File: src/rtl/multicycle_control_fsm_if.sv
// Control bundle between the multicycle sequencer and the datapath.
// master: the sequencer (samples run/opcode/zero/mem_ready, drives strobes and status).
// slave : the datapath / environment side.
//   run, opcode, zero, mem_ready        -> sequencer
//   pc_write, pc_src, ir_write,
//   reg_write, RegDst, ALUSrc, aluop,
//   mem_req, mem_write, mem_to_reg      <- datapath strobes and mux selects
//   retired, halted, illegal,
//   instr_count, state                  <- status / debug
interface multicycle_control_fsm_if #(
  parameter int unsigned CNT_W = 16
);
  logic             run;
  logic [3:0]       opcode;
  logic             zero;
  logic             mem_ready;
  logic             pc_write;
  logic [1:0]       pc_src;
  logic             ir_write;
  logic             reg_write;
  logic             RegDst;
  logic             ALUSrc;
  logic [2:0]       aluop;
  logic             mem_req;
  logic             mem_write;
  logic             mem_to_reg;
  logic             retired;
  logic             halted;
  logic             illegal;
  logic [CNT_W-1:0] instr_count;
  logic [2:0]       state;

  modport master (
    input  run, opcode, zero, mem_ready,
    output pc_write, pc_src, ir_write, reg_write, RegDst, ALUSrc, aluop,
    output mem_req, mem_write, mem_to_reg, retired, halted, illegal, instr_count, state
  );

  modport slave (
    output run, opcode, zero, mem_ready,
    input  pc_write, pc_src, ir_write, reg_write, RegDst, ALUSrc, aluop,
    input  mem_req, mem_write, mem_to_reg, retired, halted, illegal, instr_count, state
  );
endinterface

File: src/rtl/multicycle_control_fsm.sv
// Multi-cycle control sequencer for the 16-bit single-issue CPU datapath.
// Steps each instruction through FETCH/DECODE/EXEC/MEM/WB, drives datapath strobes,
// handshakes data-memory accesses with mem_req/mem_ready and counts retired instructions.
// Ports:
//   clk  - system clock, rising edge
//   rst  - asynchronous active-low reset
//   bus  - control bundle (master side), see multicycle_control_fsm_if
module multicycle_control_fsm #(
  parameter int unsigned CNT_W = 16
) (
  input logic                       clk,
  input logic                       rst,
  multicycle_control_fsm_if.master  bus
);

  typedef enum logic [2:0] {
    StFetch  = 3'd0,
    StDecode = 3'd1,
    StExec   = 3'd2,
    StMem    = 3'd3,
    StWb     = 3'd4,
    StHalt   = 3'd5
  } state_e;

  localparam logic [3:0] OpSlt  = 4'h4;
  localparam logic [3:0] OpAddi = 4'h5;
  localparam logic [3:0] OpLw   = 4'h6;
  localparam logic [3:0] OpSw   = 4'h7;
  localparam logic [3:0] OpBeq  = 4'h8;
  localparam logic [3:0] OpBne  = 4'h9;
  localparam logic [3:0] OpJmp  = 4'hA;
  localparam logic [3:0] OpHalt = 4'hF;

  state_e           state_q, state_d;
  logic [3:0]       op_q;
  logic             illegal_q;
  logic             halt_ack_q;  // HALT retire pulse already issued
  logic [CNT_W-1:0] cnt_q;

  logic       pc_write, ir_write, reg_write, reg_dst, alu_src;
  logic       mem_req, mem_write, mem_to_reg, retired, halted, set_illegal;
  logic [1:0] pc_src;
  logic [2:0] aluop;
  logic       op_rtype, op_illegal_in;

  assign op_rtype      = (op_q <= OpSlt);
  assign op_illegal_in = (bus.opcode inside {[4'hB:4'hE]});

  always_comb begin
    state_d     = state_q;
    pc_write    = 1'b0;
    pc_src      = 2'b00;
    ir_write    = 1'b0;
    reg_write   = 1'b0;
    reg_dst     = 1'b0;
    alu_src     = 1'b0;
    aluop       = 3'b000;
    mem_req     = 1'b0;
    mem_write   = 1'b0;
    mem_to_reg  = 1'b0;
    retired     = 1'b0;
    halted      = 1'b0;
    set_illegal = 1'b0;

    // ALU controls stay stable from EXEC through MEM and WB.
    if (state_q inside {StExec, StMem, StWb}) begin
      if (op_rtype) begin
        aluop = op_q[2:0];
      end else if (op_q == OpBeq || op_q == OpBne) begin
        aluop = 3'b001;
      end
      alu_src = (op_q == OpAddi) || (op_q == OpLw) || (op_q == OpSw);
    end

    case (state_q)
      StFetch: begin
        // Gated by rst so every strobe reads 0 while reset is held.
        if (bus.run && rst) begin
          pc_write = 1'b1;
          ir_write = 1'b1;
          state_d  = StDecode;
        end
      end
      StDecode: begin
        // Live opcode: op_q is only loaded at the end of this cycle.
        if (op_illegal_in) begin
          set_illegal = 1'b1;
          retired     = 1'b1;
          state_d     = StFetch;
        end else if (bus.opcode == OpHalt) begin
          state_d = StHalt;
        end else begin
          state_d = StExec;
        end
      end
      StExec: begin
        state_d = StFetch;
        if (op_rtype || op_q == OpAddi) begin
          state_d = StWb;
        end else if (op_q == OpLw || op_q == OpSw) begin
          state_d = StMem;
        end else if (op_q == OpBeq || op_q == OpBne) begin
          pc_src   = 2'b01;
          pc_write = (op_q == OpBeq) ? bus.zero : !bus.zero;
          retired  = 1'b1;
        end else if (op_q == OpJmp) begin
          pc_src   = 2'b10;
          pc_write = 1'b1;
          retired  = 1'b1;
        end
      end
      StMem: begin
        mem_req   = 1'b1;
        mem_write = (op_q == OpSw);
        if (bus.mem_ready) begin
          if (op_q == OpSw) begin
            retired = 1'b1;
            state_d = StFetch;
          end else begin
            state_d = StWb;
          end
        end
      end
      StWb: begin
        reg_write  = 1'b1;
        reg_dst    = op_rtype;
        mem_to_reg = (op_q == OpLw);
        retired    = 1'b1;
        state_d    = StFetch;
      end
      StHalt: begin
        halted  = 1'b1;
        retired = !halt_ack_q;
      end
      default: begin
        // Unreachable codes 6/7: recover quietly.
        aluop   = 3'b000;
        alu_src = 1'b0;
        state_d = StFetch;
      end
    endcase
  end

  always_ff @(posedge clk or negedge rst) begin
    if (!rst) begin
      state_q    <= StFetch;
      op_q       <= 4'h0;
      illegal_q  <= 1'b0;
      halt_ack_q <= 1'b0;
      cnt_q      <= '0;
    end else begin
      state_q <= state_d;
      if (state_q == StDecode) begin
        op_q <= bus.opcode;
      end
      if (set_illegal) begin
        illegal_q <= 1'b1;
      end
      if (state_q == StHalt) begin
        halt_ack_q <= 1'b1;
      end
      if (retired) begin
        cnt_q <= cnt_q + CNT_W'(1);
      end
    end
  end

  assign bus.pc_write    = pc_write;
  assign bus.pc_src      = pc_src;
  assign bus.ir_write    = ir_write;
  assign bus.reg_write   = reg_write;
  assign bus.RegDst      = reg_dst;
  assign bus.ALUSrc      = alu_src;
  assign bus.aluop       = aluop;
  assign bus.mem_req     = mem_req;
  assign bus.mem_write   = mem_write;
  assign bus.mem_to_reg  = mem_to_reg;
  assign bus.retired     = retired;
  assign bus.halted      = halted;
  assign bus.illegal     = illegal_q;
  assign bus.instr_count = cnt_q;
  assign bus.state       = state_q;

endmodule

File: src/flat_wrapper.sv
// flat-port wrapper written by rule: the top's interface ports become plain ports
module multicycle_control_fsm_flat 
#(
  parameter int unsigned CNT_W = 16
)
  (clk, rst, bus_run, bus_opcode, bus_zero, bus_mem_ready, bus_pc_write, bus_pc_src, bus_ir_write, bus_reg_write, bus_RegDst, bus_ALUSrc, bus_aluop, bus_mem_req, bus_mem_write, bus_mem_to_reg, bus_retired, bus_halted, bus_illegal, bus_instr_count, bus_state);
  multicycle_control_fsm_if #(.CNT_W(CNT_W)) bus_i ();
  input logic clk;
  input logic rst;
  input wire logic [$bits(bus_i.run)-1:0] bus_run;
  input wire logic [$bits(bus_i.opcode)-1:0] bus_opcode;
  input wire logic [$bits(bus_i.zero)-1:0] bus_zero;
  input wire logic [$bits(bus_i.mem_ready)-1:0] bus_mem_ready;
  output wire logic [$bits(bus_i.pc_write)-1:0] bus_pc_write;
  output wire logic [$bits(bus_i.pc_src)-1:0] bus_pc_src;
  output wire logic [$bits(bus_i.ir_write)-1:0] bus_ir_write;
  output wire logic [$bits(bus_i.reg_write)-1:0] bus_reg_write;
  output wire logic [$bits(bus_i.RegDst)-1:0] bus_RegDst;
  output wire logic [$bits(bus_i.ALUSrc)-1:0] bus_ALUSrc;
  output wire logic [$bits(bus_i.aluop)-1:0] bus_aluop;
  output wire logic [$bits(bus_i.mem_req)-1:0] bus_mem_req;
  output wire logic [$bits(bus_i.mem_write)-1:0] bus_mem_write;
  output wire logic [$bits(bus_i.mem_to_reg)-1:0] bus_mem_to_reg;
  output wire logic [$bits(bus_i.retired)-1:0] bus_retired;
  output wire logic [$bits(bus_i.halted)-1:0] bus_halted;
  output wire logic [$bits(bus_i.illegal)-1:0] bus_illegal;
  output wire logic [$bits(bus_i.instr_count)-1:0] bus_instr_count;
  output wire logic [$bits(bus_i.state)-1:0] bus_state;
  assign bus_i.run = bus_run;
  assign bus_i.opcode = bus_opcode;
  assign bus_i.zero = bus_zero;
  assign bus_i.mem_ready = bus_mem_ready;
  assign bus_pc_write = bus_i.pc_write;
  assign bus_pc_src = bus_i.pc_src;
  assign bus_ir_write = bus_i.ir_write;
  assign bus_reg_write = bus_i.reg_write;
  assign bus_RegDst = bus_i.RegDst;
  assign bus_ALUSrc = bus_i.ALUSrc;
  assign bus_aluop = bus_i.aluop;
  assign bus_mem_req = bus_i.mem_req;
  assign bus_mem_write = bus_i.mem_write;
  assign bus_mem_to_reg = bus_i.mem_to_reg;
  assign bus_retired = bus_i.retired;
  assign bus_halted = bus_i.halted;
  assign bus_illegal = bus_i.illegal;
  assign bus_instr_count = bus_i.instr_count;
  assign bus_state = bus_i.state;
  multicycle_control_fsm #(.CNT_W(CNT_W)) u_core (.clk(clk), .rst(rst), .bus(bus_i));
endmodule
File: config.mk
export PLATFORM = sky130hd
export DESIGN_NAME = multicycle_control_fsm_flat
export DESIGN_NICKNAME = d
export VERILOG_FILES = /design/src/rtl/multicycle_control_fsm_if.sv /design/src/rtl/multicycle_control_fsm.sv /design/src/flat_wrapper.sv
export SDC_FILE = /design/constraint.sdc
export NUM_CORES = 1
export LEC_CHECK = 0
export CAP_MARGIN = 15
export CELL_PAD_IN_SITES_DETAIL_PLACEMENT = 0
export CELL_PAD_IN_SITES_GLOBAL_PLACEMENT = 1
export CORE_MARGIN = 4
export CORE_UTILIZATION = 37
export CTS_CLUSTER_DIAMETER = 30
export CTS_CLUSTER_SIZE = 8
export DETAILED_ROUTE_END_ITERATION = 16
export PLACE_DENSITY = 0.91
export SLEW_MARGIN = 20
export SYNTH_ARGS = -nofsm -noshare
export SYNTH_HDL_FRONTEND = slang
export SYNTH_SLANG_ARGS = --single-unit
File: constraint.sdc
create_clock -name clk -period 4.5 [get_ports clk]
set_input_delay 0.45 -clock clk [delete_from_list [all_inputs] [get_ports clk]]
set_output_delay 0.45 -clock clk [all_outputs]
set_load 0.01 [all_outputs]
==> results of run 1 <==
state kept, by name (all words and copies together) (netlist names):
register                cells
u_core.bus.state            3
u_core.op_q                 4
u_core.halt_ack_q           1
u_core.bus.illegal          1
u_core.bus.instr_count     16
metal layers:
metal  GRT usage (%)  vias to the layer above
met5               0                        -
met4           6.681                        0
met3           1.705                        9
met2           24.00                       29
met1           19.15                      586
li1                -                      619
report_power, final:
part | internal [mW] | switching [mW]
Combinational | 0.231 | 0.199
Sequential | 0.280 | 0.124
Clock | 0.0627 | 0.0715
Total | 0.574 | 0.394
layout make-up:
| class | instances | area share (%) |
|---|---|---|
| inverter | 7 | 1.348 |
| multi-input combinational | 115 | 38.51 |
| tap | 48 | 3.081 |
| clock buffer | 3 | 2.118 |
| sequential | 25 | 32.09 |
| clock inverter | 1 | 0.3851 |
| timing repair buffer | 44 | 22.46 |
critical path, delay by kind of cell (launching register included):
kind	cells	cell delay [ps]
AND/OR/NAND/NOR	2	880
flip-flops	1	700
buffers and inverters	2	590
AO/OA/AOI/OAI	1	250
stage by stage:
| step | utilization [%] | area, sq um | total power, mW |
|---|---|---|---|
| floorplan | - | 1454 | 0.6680 |
| global placement | 51.14 | 1901 | 0.8258 |
| detailed placement | 51.14 | 1901 | 0.8362 |
| CTS | 52.46 | 1949 | 0.9758 |
| global route | 52.46 | 1949 | 1.040 |
| finish | 52.46 | 1949 | 0.9679 |
kinds of logic after synthesis:
logic type / after synthesis
AOI/OAI and AO/OA: 24
xor gates and xnor gates: 16
adders and majority gates: 1
buffers and inverters: 15
DFF: 25
muxes: 4
and+or+nand+nor: 70
worst min path at each step:
stage,slack [ps],endpoint,start,cells past startpoint
after global placement,460,u_core.halt_ack_q,u_core.halt_ack_q,1
after detailed placement,470,u_core.bus.instr_count[15],u_core.bus.instr_count[15],1
after floorplan,150,u_core.bus.illegal,rst,0
after global routing,500,u_core.bus.instr_count[15],u_core.bus.instr_count[15],1
final,470,u_core.bus.instr_count[15],u_core.bus.instr_count[15],1
after CTS,480,u_core.bus.instr_count[15],u_core.bus.instr_count[15],1
cell usage in the layout (no fill, tap or decap), drive strengths merged, types with 4 or more instances in the layout:
cell           count
clkdlybuf4s50     43
dfrtp             25
nor2              14
nand2             13
xor2              13
a21oi              9
nor3               9
inv                7
o21ai              7
and3               5
nand3              5
nor4               5
mux2               4
==> results.sh, run 1 <==
export IMPL_clk_root_buffer_cell="clkbuf_8"
export IMPL_finalSetupTns_ps=0
export IMPL_tritoncts="built"
export IMPL_timing_final_max_slew_violations=0
export IMPL_highest_signal_layer="met4"
export IMPL_route_detailed_wl_per_inst_um=14.20
export IMPL_timing_critical_path_from="u_core.bus.state[2]"
export IMPL_max_rail_drop_vdd_mv=0.1997
export IMPL_synthesized_area_fraction_occupied_by_ao_oa_aoi_and_oai_cells_pct=9.897
export IMPL_cp_endpoint="bus_retired"
export IMPL_status="completed"
export IMPL_yosys_warnings=0
export IMPL_post_cts_resized=0
export IMPL_wirelength_met1_um=1589
export IMPL_worstHoldPathType="reg -> reg"
export IMPL_syn_nets=165
export IMPL_placed_cells=239
export IMPL_total_number_of_vias=1243
export IMPL_fp_dieH_um=70.69
export IMPL_final_period_minus_worst_setup_slack_ps=3118
export IMPL_share_of_the_synthesized_area_in_the_top_cell_type_pct=43.03
export IMPL_setup_violations_final=0
export IMPL_syn_area_cell_sq_um=9.380
export IMPL_final_hold_worst_slack_ps=474.8
export IMPL_met2_length_um=1665
export IMPL_reg_to_reg_end="u_core.bus.instr_count[12]"
export IMPL_area_sequential_sq_um=625.6
export IMPL_path_class="reg -> out"
export IMPL_post_synth_instance_area_sq_mm=0.001454
export IMPL_post_placement_setup_slack_ps=1638
export IMPL_vias_per_cell=5.115
export IMPL_ioPinCount=44
export IMPL_achievable_frequency_mhz=320.7
export IMPL_drtAntennaViolNets=0
export IMPL_fp_dieW_um=70.69
export IMPL_worst_setup_hold_path_clk_slew_ps=90
export IMPL_dr_pass1_iters=4
export IMPL_global_route_overflow_total=0
export IMPL_combinational_family_with_the_most_area_after_synthesis="simple AND/OR/NAND/NOR gates"
export IMPL_r2r_cells=5
export IMPL_synth_most_common_cell="dfrtp_1"
export IMPL_nFillCells=357
export IMPL_synth_fa_ha_area_share_pct=0.8606
export IMPL_dominantRegCellSynth="dfrtp_1"
export IMPL_floorplan_initialDensity_pct=39.12
export IMPL_r2r_start="u_core.bus.state[2]"
export IMPL_clockBufferDepth=2
export IMPL_gp_congestion=0.9049
export IMPL_max_slew_margin_pct=56.52
export IMPL_syn_instance_count=155
export IMPL_maxCapViolations=0
export IMPL_min_period_over_period_pct=69.29
export IMPL_grt_setup_unrepaired="no"
export IMPL_dpl_hpwl_um=2614
export IMPL_synthSimpleGateAreaFrac_pct=27.88
export IMPL_netlist_top_cells_count="25 x dfrtp_1, 14 x nor2_1, 13 x nand2_1, 13 x xor2_1, 9 x a21oi_1"
export IMPL_setup_reg_to_reg_worst_slack_ps=2190
export IMPL_rows=22
export IMPL_final_hold_vio_count=0
export IMPL_detailroute_wirelength_met3_um=112
export IMPL_timing_critical_path_cells="and4bb_1 > a32o_1 > nor3_4 > inv_1 > clkdlybuf4s50_1"
export IMPL_clock_sinks=25
export IMPL_core_area_sq_mm=0.003716
export IMPL_cp_required_ps=4050
export IMPL_timing_critical_path_arrival_ps=2670
export IMPL_worstSkewPairLatency_ps=270
export IMPL_start_kind="flop"
export IMPL_static_leakage_power_nw=0.8550
export IMPL_peak_per_stage_delay_on_the_critical_path_ps=700
export IMPL_syn2layout_area_growth_pct=34.08
export IMPL_cts_setup_buffers=0
export IMPL_synth_enable_flop_cells=0
export IMPL_least_setup_slack_across_all_paths_after_layout_ps=1382
export IMPL_yosys_area_top_type="dfrtp_1"
export IMPL_drive_above_1_share_pct=8.205
export IMPL_synth_cell_types=41
export IMPL_cts_buffers_inserted=3
export IMPL_cts_hold_buffers=0
export IMPL_synth_top_area_cells="dfrtp_1 43%, xor2_1 7.8%, nor2_1 3.6%"
export IMPL_p_per_area_mw_per_mm2=496.5
export IMPL_timing_worst_slew_pin_value_ps=650.1
export IMPL_vias_in_the_first_global_route=1293
export IMPL_xor_and_xnor_fraction_of_the_mapped_netlist_area_pct=9.639
export IMPL_detail_route_drc_violations=0
export IMPL_multi_input_area_sq_um=750.7
export IMPL_endpoint_kind="output port"
export IMPL_synthArstFlopShare_pct=100.0
export IMPL_antennaDiodeCount=0
export IMPL_post_synth_mux_area_share_pct=3.356
export IMPL_synth_ff_latch_count=25
export IMPL_detail_route_iter0_violations=43
export IMPL_cts_htree_levels=1
export IMPL_yosysSeqAreaShare_pct=43.03
export IMPL_global_route_wire_length_before_repair_um=6016
export IMPL_worst_clock_skew_ps=10.30
export IMPL_wl_um=3451
export IMPL_critical_path_max_fanout=18
export IMPL_dieArea_sq_mm=0.004996
export IMPL_grt_start_max_net_pins=27
export IMPL_groute_usage_overall_pct=14.57
export IMPL_number_of_antenna_violations_at_the_first_check_in_global_routing=0
export IMPL_timing_critical_path_slowest_stage_cell="dfrtp_1"
export IMPL_design_final_nets=206
export IMPL_numPortBuffers=43
export IMPL_layout_cells_non_filler=243
Power figures use the tool's default switching activity.
==> inputs of run 2 (changes only) <==
CORE_UTILIZATION = 34   (was 37)
PLACE_DENSITY = 0.85   (was 0.91)
clock period = 2.95 ns   (was 4.5 ns; I/O delays follow)
==> results.sh, run 2 (same netlist as run 1, synthesis figures left out) <==
export IMPL_status="completed"
export IMPL_wl_um=3356
export IMPL_design_final_nets=207
export IMPL_clk_root_buffer_cell="clkbuf_8"
export IMPL_cts_buffers_inserted=3
export IMPL_vias_in_the_first_global_route=1188
export IMPL_cts_setup_buffers=0
export IMPL_global_route_overflow_total=0
export IMPL_route_detailed_wl_per_inst_um=13.64
export IMPL_clock_sinks=25
export IMPL_cts_hold_buffers=0
export IMPL_drive_above_1_share_pct=8.673
export IMPL_global_route_usage_met3_pct=2.326
export IMPL_maxCapViolations=0
export IMPL_worstSkewPairLatency_ps=270
export IMPL_fp_dieW_um=73.39
export IMPL_top_usage_layer="met2"
export IMPL_final_hold_vio_count=0
export IMPL_rows=23
export IMPL_grtUsageMet1_pct=18.70
export IMPL_syn2layout_area_growth_pct=34.77
export IMPL_clockBufferDepth=2
export IMPL_achievable_frequency_mhz=387.5
export IMPL_grt_start_max_net_pins=26
export IMPL_drtAntennaViolNets=0
export IMPL_fp_dieH_um=73.39
export IMPL_critical_path_max_fanout=12
export IMPL_numPortBuffers=43
export IMPL_cp_required_ps=2650
export IMPL_worst_setup_hold_path_clk_slew_ps=90
export IMPL_number_of_antenna_violations_at_the_first_check_in_global_routing=0
export IMPL_worst_clock_skew_ps=7.452
export IMPL_start_kind="flop"
export IMPL_timing_critical_path_arrival_ps=2290
export IMPL_finalSetupTns_ps=0
export IMPL_largest_register_ffs=16
export IMPL_tritoncts="built"
export IMPL_path_class="reg -> out"
export IMPL_use_met2_pct=20.06
export IMPL_groute_usage_overall_pct=13.12
export IMPL_detail_route_drc_violations=0
export IMPL_vias_per_cell=4.972
export IMPL_detail_route_iter0_violations=115
export IMPL_final_common_cell="clkdlybuf4s50_1"
export IMPL_p_per_area_mw_per_mm2=754.0
export IMPL_post_cts_resized=0
export IMPL_mostFrequentLayoutCells="43 x clkdlybuf4s50_1, 25 x dfrtp_1, 14 x nor2_1"
export IMPL_max_rail_drop_vdd_mv=0.6633
export IMPL_ioPinCount=44
export IMPL_grt_setup_unrepaired="no"
export IMPL_layout_utilization_pct=48.29
export IMPL_gp_congestion=0.8188
export IMPL_finalPower_mw=1.477
export IMPL_dpl_hpwl_um=2560
export IMPL_dieArea_sq_mm=0.005386
export IMPL_static_leakage_power_nw=0.8593
export IMPL_core_area_sq_mm=0.004058
export IMPL_endpoint_kind="output port"
export IMPL_dr_pass1_iters=4
export IMPL_timing_worst_slew_pin_value_ps=539.1
export IMPL_total_number_of_vias=1223
export IMPL_global_route_wire_length_before_repair_um=5582
export IMPL_timing_final_max_slew_violations=0
export IMPL_floorplan_initialDensity_pct=35.83
export IMPL_min_period_over_period_pct=87.49
export IMPL_final_period_minus_worst_setup_slack_ps=2581
export IMPL_setup_violations_final=0
export IMPL_cts_htree_levels=1
export IMPL_worstHoldPathType="reg -> reg"
export IMPL_antennaDiodeCount=0
export IMPL_max_slew_margin_pct=64.06
## run 2: cell types whose count changed in the layout (fill, tap and decap cells not counted)
cell,delta
buf_4,+1
## run 2: power breakdown
group	switching (mW)	total, mW	leakage [nW]	internal, mW
clock	0.109	0.205	0.0217	0.0956
combinational	0.303	0.664	0.516	0.361
sequential	0.181	0.609	0.321	0.427
total	0.593	1.48	0.859	0.884
## run 2: per-layer routing
layer / vias up / share of wire [%] / routed length [um]
met5: - / 0 / 0
met4: 0 / 1.1 / 36
met3: 2 / 4.1 / 139
met2: 27 / 46 / 1531
met1: 574 / 49 / 1650
li1: 620 / - / -
## run 2: critical path, stage by stage, from the launching register on
cell	delay (ps)
dfrtp_1	540
inv_1	200
nor2_1	170
a21oi_1	80
or2_2	340
nor3_1	130
clkdlybuf4s50_1	560
## run 2: per-stage QoR
stage / hold slack, ps / std cells / cell area [sq um] / setup WS (ps)
floorplan: -0.5911 / 155 / 1454 / 1063
global placement: 459.9 / 242 / 1911 / 668.1
detailed placement: 462.2 / 242 / 1911 / 658.7
CTS: 477.0 / 246 / 1959 / 370.7
global route: 500.4 / 246 / 1959 / 183.0
finish: 467.8 / 246 / 1959 / 369.1
## run 2: final cells by class
type,instances,area [sq um]
fillers,398,2098
multi-input cells,115,750.7
flip-flops and latches,25,625.6
repair buffers,45,445.4
well taps,50,62.56
clock buffers,3,41.29
inverters,7,26.28
clock inverters,1,7.507
## run 2: final timing paths
check                                             end  slack, ps                  startpoint  depth (start not counted)
hold reg to reg            u_core.bus.instr_count[15]        470  u_core.bus.instr_count[15]                          1
setup / recovery                         bus_aluop[2]        370         u_core.bus.state[1]                          6
min in group asynchronous              u_core.op_q[2]        490                         rst                          2
max in group asynchronous         u_core.bus.state[0]       2220                         rst                          2
hold / removal             u_core.bus.instr_count[15]        470  u_core.bus.instr_count[15]                          1
setup reg to reg            u_core.bus.instr_count[1]        820         u_core.bus.state[2]                          5
